--- src/rtl/evt_stream_rr_arbiter.sv ---
// Round-robin merge of NUM_INPUTS valid/ready event streams into one registered output entry.
// Define EVT_STREAM_RR_ARBITER_STATS_EN to build the saturating dst_count_o transfer counter.
module evt_stream_rr_arbiter #(
  parameter int NUM_INPUTS = 8,
  parameter int DATA_WIDTH = 32,
  localparam int IDX_W = (NUM_INPUTS > 1) ? $clog2(NUM_INPUTS) : 1
) (
  input  logic                             clk_i,
  input  logic                             rst_ni,
  input  logic                             enable_i,
  input  logic [NUM_INPUTS-1:0]            src_valid_i,
  output logic [NUM_INPUTS-1:0]            src_ready_o,
  input  logic [NUM_INPUTS*DATA_WIDTH-1:0] src_data_i,
  output logic                             dst_valid_o,
  input  logic                             dst_ready_i,
  output logic [DATA_WIDTH-1:0]            dst_data_o,
  output logic [IDX_W-1:0]                 dst_idx_o,
  output logic [31:0]                      dst_count_o
);

  // state | meaning
  // EMPTY | no entry held, dst_valid_o low
  // FULL  | entry held in data_q/idx_q, dst_valid_o high until accepted
  typedef enum logic {EMPTY = 1'b0, FULL = 1'b1} state_t;

  state_t                  state_q;
  logic [DATA_WIDTH-1:0]   data_q;
  logic [IDX_W-1:0]        idx_q;
  logic [IDX_W-1:0]        ptr_q;

  logic                    load_en;
  logic                    grant_found;
  logic                    grant_vld;
  int                      grant_sel;
  int                      cand;
  logic [IDX_W-1:0]        grant_idx;
  logic [IDX_W-1:0]        ptr_nxt;
  logic [DATA_WIDTH-1:0]   grant_data;

  // Reset gates load_en so no input sees an accept while rst_ni is low.
  assign load_en = rst_ni & enable_i & ((state_q == EMPTY) | dst_ready_i);

  always_comb begin
    grant_found = 1'b0;
    grant_sel   = 0;
    cand        = 0;
    for (int k = 0; k < NUM_INPUTS; k++) begin
      cand = int'(ptr_q) + k;
      if (cand >= NUM_INPUTS) cand = cand - NUM_INPUTS;
      if (!grant_found && src_valid_i[cand]) begin
        grant_found = 1'b1;
        grant_sel   = cand;
      end
    end
  end

  assign grant_vld  = load_en & grant_found;
  assign grant_idx  = grant_sel[IDX_W-1:0];
  assign grant_data = src_data_i[grant_sel*DATA_WIDTH +: DATA_WIDTH];
  assign ptr_nxt    = (grant_idx == IDX_W'(NUM_INPUTS - 1)) ? '0 : grant_idx + 1'b1;

  always_comb begin
    src_ready_o = '0;
    if (grant_vld) src_ready_o[grant_sel] = 1'b1;
  end

  // A grant while FULL and dst_ready_i high replaces the entry in the same cycle it drains.
  always_ff @(posedge clk_i) begin
    if (!rst_ni) begin
      state_q <= EMPTY;
      data_q  <= '0;
      idx_q   <= '0;
      ptr_q   <= '0;
    end else if (grant_vld) begin
      state_q <= FULL;
      data_q  <= grant_data;
      idx_q   <= grant_idx;
      ptr_q   <= ptr_nxt;
    end else if ((state_q == FULL) && dst_ready_i) begin
      state_q <= EMPTY;
    end
  end

  assign dst_valid_o = (state_q == FULL);
  assign dst_data_o  = data_q;
  assign dst_idx_o   = idx_q;

`ifdef EVT_STREAM_RR_ARBITER_STATS_EN
  logic [31:0] count_q;

  always_ff @(posedge clk_i) begin
    if (!rst_ni) begin
      count_q <= '0;
    end else if (dst_valid_o && dst_ready_i && (count_q != 32'hFFFF_FFFF)) begin
      count_q <= count_q + 32'd1;
    end
  end

  assign dst_count_o = count_q;
`else
  assign dst_count_o = '0;
`endif

endmodule

--- config.mk ---
export PLATFORM = sky130hd
export DESIGN_NAME = evt_stream_rr_arbiter
export DESIGN_NICKNAME = d
export VERILOG_FILES = /design/src/rtl/evt_stream_rr_arbiter.sv
export SDC_FILE = /design/constraint.sdc
export NUM_CORES = 1
export LEC_CHECK = 0
export BUFFER_PORTS_ARGS = -buffer_cell sky130_fd_sc_hd__buf_4
export CORE_AREA = 5 5 131 133
export CTS_CLUSTER_DIAMETER = 80
export CTS_CLUSTER_SIZE = 28
export DETAILED_ROUTE_END_ITERATION = 16
export DIE_AREA = 0 0 136 138
export PLACE_DENSITY = 0.7
export SYNTH_ARGS = -nofsm -noshare
export SYNTH_HDL_FRONTEND = slang
export SYNTH_SLANG_ARGS = --single-unit
export TNS_END_PERCENT = 1
--- constraint.sdc ---
create_clock -name clk_i -period 5.3 [get_ports clk_i]
set_clock_uncertainty 0.2 [all_clocks]
set_input_delay 1.06 -clock clk_i [delete_from_list [all_inputs] [get_ports clk_i]]
set_output_delay 1.06 -clock clk_i [all_outputs]
set_load 0.01 [all_outputs]
-- After elaboration in Yosys (flattened, before gate mapping)
Index checks and enable logic that the tools add are counted.
- add/subtract/negate cells: 16
- order comparisons: 18
- eq/ne operators: 1
- shifts and indexed selects: 1
- multiplexer cells: 54
- bitwise gates (word level): 5
- reductions and logical operators: 17
- operators by type and width (kind ; count):
    two-way mux 32 bit ; 16
    < comparator 32 x 5 -> 1 bit (second input constant) ; 9
    variable part select 256 x 32 -> 32 bit ; 1
    subtractor 4 x 4 -> 5 bit (second input constant) ; 7
    greater-or-equal comparator 32 x 1 -> 1 bit (second input constant) ; 1
    greater-or-equal comparator 4 bit (second input constant) ; 7
    two-way mux 1 bit ; 27
    binary-select mux 1 bit (select 3 bit) ; 8
    adder 3 x 3 -> 4 bit (second input constant) ; 4
    logical AND 1 bit ; 9
    adder 3 x 2 -> 4 bit (second input constant) ; 2
    two-way mux 8 bit ; 1
    logical NOT 1 bit ; 7
    subtractor 3 x 4 -> 5 bit (second input constant) ; 1
    adder 3 x 1 -> 4 bit (second input constant) ; 1
    greater-or-equal comparator 3 x 4 -> 1 bit (second input constant) ; 1
    adder 3 x 1 -> 3 bit (second input constant) ; 1
    bitwise AND 1 bit ; 3
    demux 1 bit (select 3 bit) ; 1
    == test 3 bit (second input constant) ; 1
    two-way mux 3 bit ; 1
    nonzero test 2 bit ; 1
    inverter 1 bit ; 1
    OR 1 bit ; 1
- flip-flop bits (word level): 39
- input port bits: 268
- output and inout port bits: 76
- word-level logic and storage cells: 116

-- Depth between registers and ports, before layout
- depth in word-level cells: 32
- gate-level depth with buffers: 19
- mapped depth without buffers: 14

-- Least setup slack after synthesis
Ideal clock, no wire load.
- path kind: input to output
- start: input src_valid_i[6]
- end: output src_ready_o[1]
- arrival: 3237 ps
- data required time: 4040 ps
- path slack: 803 ps
- stages: 10
- buffers on the path: 2
- cell sequence: mux4_2 mux2_2 and2_1 o31ai_4 a2bb2oi_2 nor2_4 inv_2 buf_4 buf_4 nor3_1
- RTL lines (what ; RTL line ; source):
    start: declaration ; 11 ; input logic [NUM_INPUTS-1:0] src_valid_i,
    end: declaration ; 12 ; output logic [NUM_INPUTS-1:0] src_ready_o,

-- Worst setup path after layout
- start: register ptr_q[1]
- end: output src_ready_o[3]
- cells in the longest elaborated chain, start to end: 32
- elaborated cells between the ends (all ways): 92
- those cells by class: add/sub: 15; order compare: 10; mux: 51; bitwise: 1; reduce/logical: 15
- RTL lines (what ; RTL line ; source):
    start: declaration ; 29 ; logic [IDX_W-1:0] ptr_q;
    start signal: assignment ; 78 ; ptr_q <= ptr_nxt;
    parallel branches: the longest is 31 deep, another holds subtractor 4 x 4 -> 5 bit ; n/a ;
    two-way mux 8 bit (*) ; 64 ; if (grant_vld) src_ready_o[grant_sel] = 1'b1;
Mark *: on every way between the ends. The select of a mux whose other input is x is not followed.

==> impl_metrics.csv <==
group,metric,value,unit
grt,grt_pass1_wl,36950,um
pwr,p_sw,0.001655,W
clock_network,post_cts_buffers,0,
yosys,seq_area_frac_synth,13.00,%
pwr,comb_power_share,77.0,%
yosys,synth_largest_area_cell,"dfxtp_1",
yosys,synthDistinctLibCells,61,
yosys,yosys_most_used_dff,"dfxtp_1",
floorplan,initial_core_util,38.22,%
worst_setup_path,cp.required,4040,ps
drt,wl,24420,um
sta,period_minus_slack,4787,ps
clock_network,cts_resized,0,
min_path,hp-class,"reg -> reg",
floorplan,ios,344,
yosys,ys_warn_count,0,
drt,via_per_inst,5.925,
worst_setup_path,worstSetupEndpointType,"output port",
drt,avgRoutedWirePerCell,21.35,um
worst_setup_path,critPathKind,"reg -> out",
sta,setup_violations,0,
grt,first_global_vias,6757,
grt,grt_max_degree,67,
pwr,p_leak,3.515,nW
yosys,yosys-top-cells-count,"mux2i_1 (71), clkbuf_1 (40), buf_4 (39), dfxtp_1 (39)",
placement,placement.io_buffers,311,
grt,grt_overflow,0,
worst_setup_path,start_kind,"flop",
clock_network,cts_tree,"done",
floorplan,core_area,15710,um2
yosys,synth_edf_count,0,
pwr,power_density,397.9,nW/um2
floorplan,fp-row-count,46,
clock_network,clock-sinks,39,
floorplan,dieArea,18770,um2
final_layout,syn2layout_area_growth,38.62,%
yosys,yosysMostFrequentCell,"mux2i_1",
worst_setup_path,arrival,3530,ps
pwr,p_sw_share,49.97,%
sta,slew_headroom,52.88,%
yosys,synthArstFlopShare,0,%
placement,place_inst,1138,
grt,grt_antenna_before_repair,0,
clock_network,clockBufferDepth,2,
clock_network,cts_htree_levels,2,
drt,vias,6778,
sta,maxSlewViolCount,0,
yosys,syn_inst,676,
drt,drc_errors,0,
clock_network,clk_pin_slew,60,ps
sta,hold_violations,0,
drt,ant_nets,0,
yosys,post_synth.cell_area_avg,8.884,um2
floorplan,fp.dieW,136,um
yosys,syn-cell-area,6006,um2
placement,place.gp.congestion,0.8931,
sta,finalCritPeriodShare,90.31,%
drt,drtIter0Drc,410,
clock_network,ctsHoldBuffers,0,
floorplan,die-height,138,um
pwr,power.internal,0.001657,W
clock_network,clk-insertion-delay-late,280,ps
pwr,clkPwrFrac,8.9,%
sta,finalSetupTns,0,ps
final_layout,antenna_cells,0,
clock_network,cts_made_buffers,5,
worst_setup_path,cp_max_fo,40,
yosys,ys_top_cells_by_area,"dfxtp_1 (13%), mux2i_1 (12%), mux2_2 (6.8%)",
grt,grt_util_all_layers,24.13,%
sta,rsz0062_at_grt,"no",
sta,max_freq,0.2089,GHz
drt,dr.pass1.iters,5,
yosys,ys_ff_latch,39,
placement,dpl.hpwl,18150,um
job,maxCapViolCount,0,
pwr,vdd_drop_max,406.2,uV
final_layout,nets,1203,
run_status,status,"completed",
final_layout,fin_cells,1144,
yosys,synth_top_area_share,13.00,%
sta,tightest_slew,706.8,ps
pwr,p_seq_share,14.2,%
clock_network,root_buffer,"clkbuf_16",
final_layout,drive_gt1_share,47.20,%
[power by group through the flow]
stage	Combinational, W	Clock (W)	Sequential (W)
after floorplan	0.00186	0	0.000516
after global placement	0.00254	0	0.000474
after detailed placement	0.00255	0	0.000475
after CTS	0.00255	0.000301	0.000470
after global routing	0.00272	0.000317	0.000483
final	0.00255	0.000294	0.000470
[area by class of cell]
| cell class | instances | area (um2) |
|---|---|---|
| multi-input cells | 541 | 4609 |
| fillers | 1530 | 7387 |
| clock buffers | 6 | 128.9 |
| flip-flops and latches | 39 | 780.7 |
| well taps | 216 | 270.3 |
| repair buffers | 331 | 2485 |
| inverters | 11 | 51.30 |
[sequential cells by signal, summed over array words and instances (netlist names)]
name / flops
dst_valid_o: 1
ptr_q: 3
dst_idx_o: 3
dst_data_o: 32
[cell families (layout without fill, tap and decap cells)]
family                   after synthesis  after routing  synth area share, %
AO/OA/AOI/OAI                        225            225                32.54
AND/OR/NAND/NOR                      150            150                14.58
buffers and inverters                127            348                12.92
multiplexers                         125            125                25.21
flip-flops                            39             39                13.00
adder cells (fa/ha/maj)                6              6                1.250
XOR/XNOR                               3              3               0.4376
other                                  1             32              0.06244
[worst max-delay path, cell delays in order (launching register included)]
cell and delay, ps:
dfxtp_1 320, inv_1 120, ha_1 440, buf_4 220, mux2i_1 100, mux4_2 500
a32o_1 350, nand4_1 150, and2_4 510, clkinv_4 160, nor3_1 220, buf_4 150
[worst paths after layout]
path / startpoint / end / slack (ps) / cells after the start
hold / removal: dst_data_o[3] / dst_data_o[3] / 280 / 2
hold reg to reg: dst_data_o[3] / dst_data_o[3] / 280 / 2
setup reg to reg: ptr_q[1] / ptr_q[0] / 950 / 14
setup / recovery: ptr_q[1] / src_ready_o[3] / 510 / 11
[stage by stage]
step | instance area [um2] | total power [W] | setup slack, ps | hold WS, ps | util, %
after CTS | 8325 | 0.003323 | 537.4 | 282.7 | 52.99
after floorplan | 6122 | 0.002377 | 803.4 | 298.7 | -
final | 8325 | 0.003313 | 513.4 | 282.9 | 52.99
after global placement | 8197 | 0.003012 | 597.1 | 270.7 | 52.17
after global routing | 8325 | 0.003526 | 228.6 | 311.4 | 52.99
after detailed placement | 8197 | 0.003025 | 578.9 | 268.9 | 52.17
[routing by layer]
metal / routed length, um / up-vias / GRT usage (%)
met4: 358 / 0 / 4.297
met1: 9559 / 3289 / 29.44
met2: 12410 / 316 / 42.58
met3: 2098 / 29 / 6.640
li1: - / 3144 / -
met5: 0 / - / 0
[cells in the final DEF (no fill, tap or decap), types with 13 or more instances in the layout]
| cell | count |
|---|---|
| buf_4 | 331 |
| mux2i_1 | 71 |
| dfxtp_1 | 39 |
| mux2_2 | 36 |
| o211ai_1 | 35 |
| nand3_1 | 35 |
| o2111ai_1 | 33 |
| o21ai_0 | 33 |
| nand4_1 | 32 |
| conb_1 | 32 |
| nor3b_1 | 31 |
| o211a_1 | 30 |
| a211o_1 | 30 |
| o211ai_2 | 30 |
| mux4_2 | 15 |
| nand2_1 | 15 |
| nor2_1 | 13 |
Power figures use the tool's default switching activity.
